<file path="src/rtl/kp_pkg.sv">
// Shared types and constants for the 4x4 keypad column scanner.
package kp_pkg;

  typedef enum logic [1:0] {SCAN, DEBOUNCE, HELD} kp_state_t;

  localparam logic [3:0] COL_FIRST = 4'b1110;
  localparam logic [3:0] KP_IDLE   = 4'b1111;

  function automatic logic [3:0] rotate_col(input logic [3:0] col);
    return {col[2:0], col[3]};
  endfunction

endpackage

</file>
<file path="src/rtl/kpdecode.sv">
// Combinational key decoder: one-hot-low row and column to hex key code.
module kpdecode (
  input  logic [3:0] kpr,
  input  logic [3:0] kpc,
  output logic       kphit,
  output logic [3:0] code
);
  logic [1:0] w_row;
  logic [1:0] w_col;
  logic       w_row_ok;
  logic       w_col_ok;

  always_comb begin
    w_row    = 2'd0;
    w_row_ok = 1'b1;
    case (kpr)
      4'b1110: w_row = 2'd0;
      4'b1101: w_row = 2'd1;
      4'b1011: w_row = 2'd2;
      4'b0111: w_row = 2'd3;
      default: w_row_ok = 1'b0;
    endcase
  end

  always_comb begin
    w_col    = 2'd0;
    w_col_ok = 1'b1;
    case (kpc)
      4'b1110: w_col = 2'd0;
      4'b1101: w_col = 2'd1;
      4'b1011: w_col = 2'd2;
      4'b0111: w_col = 2'd3;
      default: w_col_ok = 1'b0;
    endcase
  end

  // Index {row, col}; row 0 / col 0 is the bottom-right key 'd'.
  always_comb begin
    kphit = w_row_ok && w_col_ok;
    code  = 4'h0;
    case ({w_row, w_col})
      4'h0: code = 4'hD;
      4'h1: code = 4'hF;
      4'h2: code = 4'h0;
      4'h3: code = 4'hE;
      4'h4: code = 4'hC;
      4'h5: code = 4'h9;
      4'h6: code = 4'h8;
      4'h7: code = 4'h7;
      4'h8: code = 4'hB;
      4'h9: code = 4'h6;
      4'hA: code = 4'h5;
      4'hB: code = 4'h4;
      4'hC: code = 4'hA;
      4'hD: code = 4'h3;
      4'hE: code = 4'h2;
      4'hF: code = 4'h1;
      default: code = 4'h0;
    endcase
  end

endmodule

</file>
<file path="src/rtl/keypad_scanner.sv">
// Column-scan keypad controller: synchronises rows, debounces per dwell tick,
// reports one key code per press through a level valid / ack handshake.
module keypad_scanner
  import kp_pkg::*;
#(
  parameter int SCAN_DIV   = 50000,
  parameter int DEBOUNCE_N = 8
) (
  input  logic       clk,
  input  logic       reset_n,
  input  logic [3:0] kpr,
  output logic [3:0] kpc,
  input  logic       key_ack,
  output logic       key_valid,
  output logic [3:0] key_num,
  output logic       key_held,
  output logic       overrun
);
  localparam int DIV_W = (SCAN_DIV > 1) ? $clog2(SCAN_DIV) : 1;
  localparam int CNT_W = $clog2(DEBOUNCE_N + 1);
  localparam logic [DIV_W-1:0] DIV_LAST = DIV_W'(SCAN_DIV - 1);
  localparam logic [CNT_W-1:0] CNT_LAST = CNT_W'(DEBOUNCE_N - 1);

  logic [3:0]       r_kpr_s1;
  logic [3:0]       r_kpr_s2;
  logic [DIV_W-1:0] r_dwell;
  kp_state_t        r_state;
  logic [3:0]       r_kpc;
  logic [3:0]       r_row_l;
  logic [CNT_W-1:0] r_deb_cnt;
  logic [CNT_W-1:0] r_rel_cnt;
  logic             r_key_valid;
  logic [3:0]       r_key_num;
  logic             r_overrun;

  kp_state_t        w_state_nxt;
  logic [3:0]       w_kpc_nxt;
  logic [3:0]       w_row_l_nxt;
  logic [CNT_W-1:0] w_deb_nxt;
  logic [CNT_W-1:0] w_rel_nxt;
  logic             w_valid_nxt;
  logic [3:0]       w_num_nxt;
  logic             w_ovr_nxt;
  logic             w_tick;
  logic             w_kphit;
  logic [3:0]       w_code;
  logic             w_match;
  logic             w_accept;

  kpdecode u_kpdecode (
    .kpr   (r_kpr_s2),
    .kpc   (r_kpc),
    .kphit (w_kphit),
    .code  (w_code)
  );

  assign w_tick = (r_dwell == DIV_LAST);

  always_ff @(posedge clk) begin
    if (!reset_n) begin
      r_kpr_s1    <= KP_IDLE;
      r_kpr_s2    <= KP_IDLE;
      r_dwell     <= '0;
      r_state     <= SCAN;
      r_kpc       <= COL_FIRST;
      r_row_l     <= KP_IDLE;
      r_deb_cnt   <= '0;
      r_rel_cnt   <= '0;
      r_key_valid <= 1'b0;
      r_key_num   <= 4'h0;
      r_overrun   <= 1'b0;
    end else begin
      r_kpr_s1    <= kpr;
      r_kpr_s2    <= r_kpr_s1;
      r_dwell     <= w_tick ? '0 : r_dwell + 1'b1;
      r_state     <= w_state_nxt;
      r_kpc       <= w_kpc_nxt;
      r_row_l     <= w_row_l_nxt;
      r_deb_cnt   <= w_deb_nxt;
      r_rel_cnt   <= w_rel_nxt;
      r_key_valid <= w_valid_nxt;
      r_key_num   <= w_num_nxt;
      r_overrun   <= w_ovr_nxt;
    end
  end

  always_comb begin
    w_state_nxt = r_state;
    w_kpc_nxt   = r_kpc;
    w_row_l_nxt = r_row_l;
    w_deb_nxt   = r_deb_cnt;
    w_rel_nxt   = r_rel_cnt;
    w_accept    = 1'b0;
    w_match     = w_kphit && (r_kpr_s2 == r_row_l);
    if (w_tick) begin
      case (r_state)
        SCAN: begin
          if (w_kphit) begin
            w_row_l_nxt = r_kpr_s2;
            w_deb_nxt   = CNT_W'(1);
            if (CNT_LAST == '0) begin
              w_accept    = 1'b1;
              w_rel_nxt   = '0;
              w_state_nxt = HELD;
            end else begin
              w_state_nxt = DEBOUNCE;
            end
          end else begin
            w_kpc_nxt = rotate_col(r_kpc);
          end
        end
        DEBOUNCE: begin
          if (!w_match) begin
            w_state_nxt = SCAN;
            w_kpc_nxt   = rotate_col(r_kpc);
          end else if (r_deb_cnt == CNT_LAST) begin
            w_accept    = 1'b1;
            w_rel_nxt   = '0;
            w_state_nxt = HELD;
          end else begin
            w_deb_nxt = r_deb_cnt + 1'b1;
          end
        end
        HELD: begin
          // Any non-idle sample restarts the release count.
          if (r_kpr_s2 != KP_IDLE) begin
            w_rel_nxt = '0;
          end else if (r_rel_cnt == CNT_LAST) begin
            w_rel_nxt   = '0;
            w_state_nxt = SCAN;
            w_kpc_nxt   = rotate_col(r_kpc);
          end else begin
            w_rel_nxt = r_rel_cnt + 1'b1;
          end
        end
        default: w_state_nxt = SCAN;
      endcase
    end
  end

  // An ack on the accept edge frees the slot, so the new key lands without overrun.
  always_comb begin
    w_valid_nxt = r_key_valid;
    w_num_nxt   = r_key_num;
    w_ovr_nxt   = r_overrun;
    if (w_accept) begin
      w_valid_nxt = 1'b1;
      if (r_key_valid && !key_ack) begin
        w_ovr_nxt = 1'b1;
      end else begin
        w_num_nxt = w_code;
        w_ovr_nxt = 1'b0;
      end
    end else if (key_ack) begin
      w_valid_nxt = 1'b0;
      w_ovr_nxt   = 1'b0;
    end
  end

  assign kpc       = r_kpc;
  assign key_valid = r_key_valid;
  assign key_num   = r_key_num;
  assign key_held  = (r_state == HELD);
  assign overrun   = r_overrun;

endmodule
</file>
<file path="config.mk">
export PLATFORM = sky130hd
export DESIGN_NAME = keypad_scanner
export DESIGN_NICKNAME = d
export VERILOG_FILES = /design/src/rtl/kp_pkg.sv /design/src/rtl/kpdecode.sv /design/src/rtl/keypad_scanner.sv
export SDC_FILE = /design/constraint.sdc
export NUM_CORES = 1
export LEC_CHECK = 0
export CAP_MARGIN = 15
export CORE_ASPECT_RATIO = 1.75
export CORE_UTILIZATION = 45
export CTS_CLUSTER_SIZE = 24
export DETAILED_ROUTE_END_ITERATION = 7
export PLACE_DENSITY = 0.71
export SLEW_MARGIN = 10
export SYNTH_ARGS = -nofsm -noshare
export SYNTH_HDL_FRONTEND = slang
export SYNTH_HIERARCHICAL = 1
export SYNTH_SLANG_ARGS = --single-unit
export TNS_END_PERCENT = 1
</file>
<file path="constraint.sdc">
create_clock -name clk -period 2.7 [get_ports clk]
set_input_delay 0.405 -clock clk [delete_from_list [all_inputs] [get_ports clk]]
set_output_delay 0.405 -clock clk [all_outputs]
set_load 0.02 [all_outputs]
</file>
==> run_results.csv <==
group,metric,value,unit
critical_path,critical_path.cell_chain,"xor2_1 -> a21o_2 -> nand2_1 -> a21oi_1 -> nor2b_1 -> nor3b_2 -> mux2i_1 -> nand2_1",
clock_network,cts_resized,0,
routing,drc,0,
yosys,async_flop_share,0,%
timing,timing.slew.headroom,58.8,%
finish,area_growth,12.9,%
timing,timing.setup.tns,0,ns
finish,regArea,961,sq um
clock_network,numCtsBuffers,5,
run_status,status,"completed",
floorplan,start_util,47.5,%
critical_path,startpoint_type,"flip-flop",
power_and_ir_drop,p_comb_share,5.7,%
floorplan,pin_count,18,
routing,drtIter0Drc,123,
timing,drv_slew,0,
global_route,grt_pass1_vias,1950,
floorplan,core_area,0.00534,sq mm
global_route,grtUsageTotal,18.9,%
power_and_ir_drop,ir_worst_vdd,0.000293,V
flow_run,maxCapViolCount,0,
finish,nets,311,
min_path,hold_class,"reg -> reg",
power_and_ir_drop,power.density,433,mW/mm^2
global_route,antenna_found_initial,0,
yosys,syn_nets,293,
yosys,yosys_warnings,6,
power_and_ir_drop,clock_power_share,35.8,%
placed_design,dp.cells,362,
clock_network,path_clk_slew,0.09,ns
yosys,yosys.cell_types.count,52,
power_and_ir_drop,seq_power_share,58.5,%
finish,n_fill_cell,517,
yosys,synth_seq_cells,48,
timing,finalHoldViolations,0,
global_route,grt-ovfl-total,0,
routing,routedWlPerCell,13.4,um
floorplan,dieArea,0.00596,sq mm
clock_network,cts_tree,"done",
clock_network,cts-root-buf,"clkbuf_8",
routing,drtPass1Iterations,4,
critical_path,end_kind,"flip-flop",
yosys,synth_cells,277,
power_and_ir_drop,p_leak,0.00111,uW
yosys,ys_seq_area_share,37.8,%
routing,drt-vias-per-instance,5.34,
critical_path,max_stage_delay,0.54,ns
global_route,grt_pass1_wl,8740,um
clock_network,clock_sinks,48,
clock_network,h-tree-depth,2,
yosys,ys.flop_type,"dfxtp_1",
timing,period_needed,2.39,ns
critical_path,path_common_cell,"nand2_1",
timing,fmax,0.418,GHz
critical_path,cp.arrival,2.59,ns
floorplan,dieWidth,58.8,um
placed_design,io_buffers,17,
clock_network,clockBufferDepth,2,
finish,drive_gt1_share,8.45,%
floorplan,die_h,101,um
finish,multiInputGateArea,0.00152,sq mm
power_and_ir_drop,p_sw_share,22.6,%
yosys,avgSynthCellArea,9.17,sq um
critical_path,worstPathRequired,2.90,ns
floorplan,rows,35,
power_and_ir_drop,power.switching,280,uW
yosys,synth_area,0.00254,sq mm
placed_design,gp_congestion,0.849,
timing,timing.final.crit_share,88.6,%
clock_network,hold_buffers,0,
critical_path,path_class,"reg -> reg",
global_route,grt_max_degree,26,
clock_network,clock_latency,0.31,ns
timing,rsz0062_at_grt,"no",
routing,postRouteAntennaNets,0,
power_and_ir_drop,p_int,961,uW
yosys,synth-edff-count,0,
timing,skew,0.00802,ns
clock_network,cts_setup_buffers,0,
critical_path,ff2ff_setup_slack,0.31,ns
placed_design,post-dp-hpwl,3670,um
routing,wirelength,4960,um
timing,setup-violations-final,0,
critical_path,crit_fanout,7,
finish,diodes,0,
routing,num_vias,1976,
critical_path,crit_slowest_cell,"nor3b_2",
timing,worstMarginPinSlew,0.613,ns
finish,stdcell_count,370,
[synth_stat cells, drive strengths merged (9+ instances only)]
library cell | n | share of area, %
ha | 9 | 4.4
nor2 | 27 | 4.0
o21ai | 9 | 1.8
dfxtp | 48 | 38
a21oi | 9 | 1.8
xnor2 | 9 | 3.1
xor2 | 14 | 4.8
and3 | 12 | 3.1
nand2 | 23 | 3.4
nor2b | 12 | 3.0
nand3 | 13 | 2.6
nand2b | 10 | 2.5
mux2i | 16 | 6.3
[layout make-up]
cell class / count / share of cell area [%]
tap: 74 / 3.23
sequential: 48 / 33.5
multi-input combinational: 215 / 52.9
inverter: 6 / 0.785
timing repair buffer: 19 / 6.46
clock buffer: 8 / 3.14
[flip-flops by register name, summed over array words and instances (netlist names)]
register	count
r_dwell	16
key_num	4
kpc	4
r_deb_cnt	4
r_kpr_s1	4
r_kpr_s2	4
r_rel_cnt	4
r_row_l	4
r_state	2
key_valid	1
overrun	1
[worst max-delay path, delay by kind of cell (launching register included)]
family	cells	cell delay, ns
xor gates and xnor gates	1	0.20
AOI/OAI and AO/OA	2	0.38
DFF	1	0.47
muxes	1	0.26
and+or+nand+nor	4	0.98
[placed cells by master, fill, tap and decap left out, types with 3 or more instances in the layout]
master           count
a21oi_1              9
a31oi_1              3
and3_1              10
and4_1               3
clkbuf_8             6
clkdlybuf4s50_1     17
dfxtp_1             48
ha_1                 9
inv_1                6
mux2i_1             16
nand2_1             23
nand2b_1            10
nand3_1             13
nand4_1              4
nand4b_1             3
nor2_1              27
nor2b_1             12
nor3_1               4
nor3b_1              4
o21ai_0              8
xnor2_1              9
xor2_1              14
[path summary, 6_finish.rpt]
| kind | startpoint | end | depth (start not counted) |
|---|---|---|---|
| worst max-delay path | r_kpr_s2[3] | r_row_l[1] | 8 |
| worst min register to register | r_kpr_s1[2] | r_kpr_s2[2] | 1 |
| worst max register to register | r_kpr_s2[3] | r_row_l[1] | 8 |
| worst min-delay path | r_kpr_s1[2] | r_kpr_s2[2] | 1 |
[metal layers]
metal | part of all wire, % | track usage [%] | vias up
met4 | 2.6 | 9.34 | 0
met2 | 55 | 35.8 | 30
met1 | 40 | 19.1 | 928
li1 | - | - | 1006
met3 | 2.4 | 3.19 | 12
met5 | 0 | 0 | -
[power by group through the flow]
stage                     combinational [uW]  sequential (uW)  clock (uW)
after floorplan                         53.7              740           0
after global placement                  70.5              742           0
after detailed placement                70.7              742           0
after CTS                               71.6              725         461
after global routing                    78.6              727         482
final                                   71.1              725         444
[stage by stage]
step | cell area [sq um] | total power (uW) | hold WS [ns] | setup slack (ns) | utilization (%)
final | 2870 | 1240 | 0.415 | 0.309 | 53.7
after global routing | 2870 | 1290 | 0.429 | 0.109 | 53.7
after CTS | 2870 | 1260 | 0.420 | 0.335 | 53.7
after detailed placement | 2780 | 813 | 0.400 | 0.357 | 52.0
after global placement | 2780 | 812 | 0.400 | 0.494 | 52.0
after floorplan | 2540 | 794 | 0.386 | 0.596 | -
[cells by family (layout without fill, tap and decap cells)]
| group | Yosys count | after routing | share of synthesized area, % |
|---|---|---|---|
| AO/OA/AOI/OAI | 32 | 32 | 8.57 |
| XOR/XNOR | 23 | 23 | 7.93 |
| adder cells (fa/ha/maj) | 9 | 9 | 4.43 |
| buffers and inverters | 14 | 33 | 2.46 |
| flip-flops | 48 | 48 | 37.8 |
| multiplexers | 18 | 18 | 7.64 |
| AND/OR/NAND/NOR | 133 | 133 | 31.1 |
Note: power is estimated with default switching activity, not from simulation.
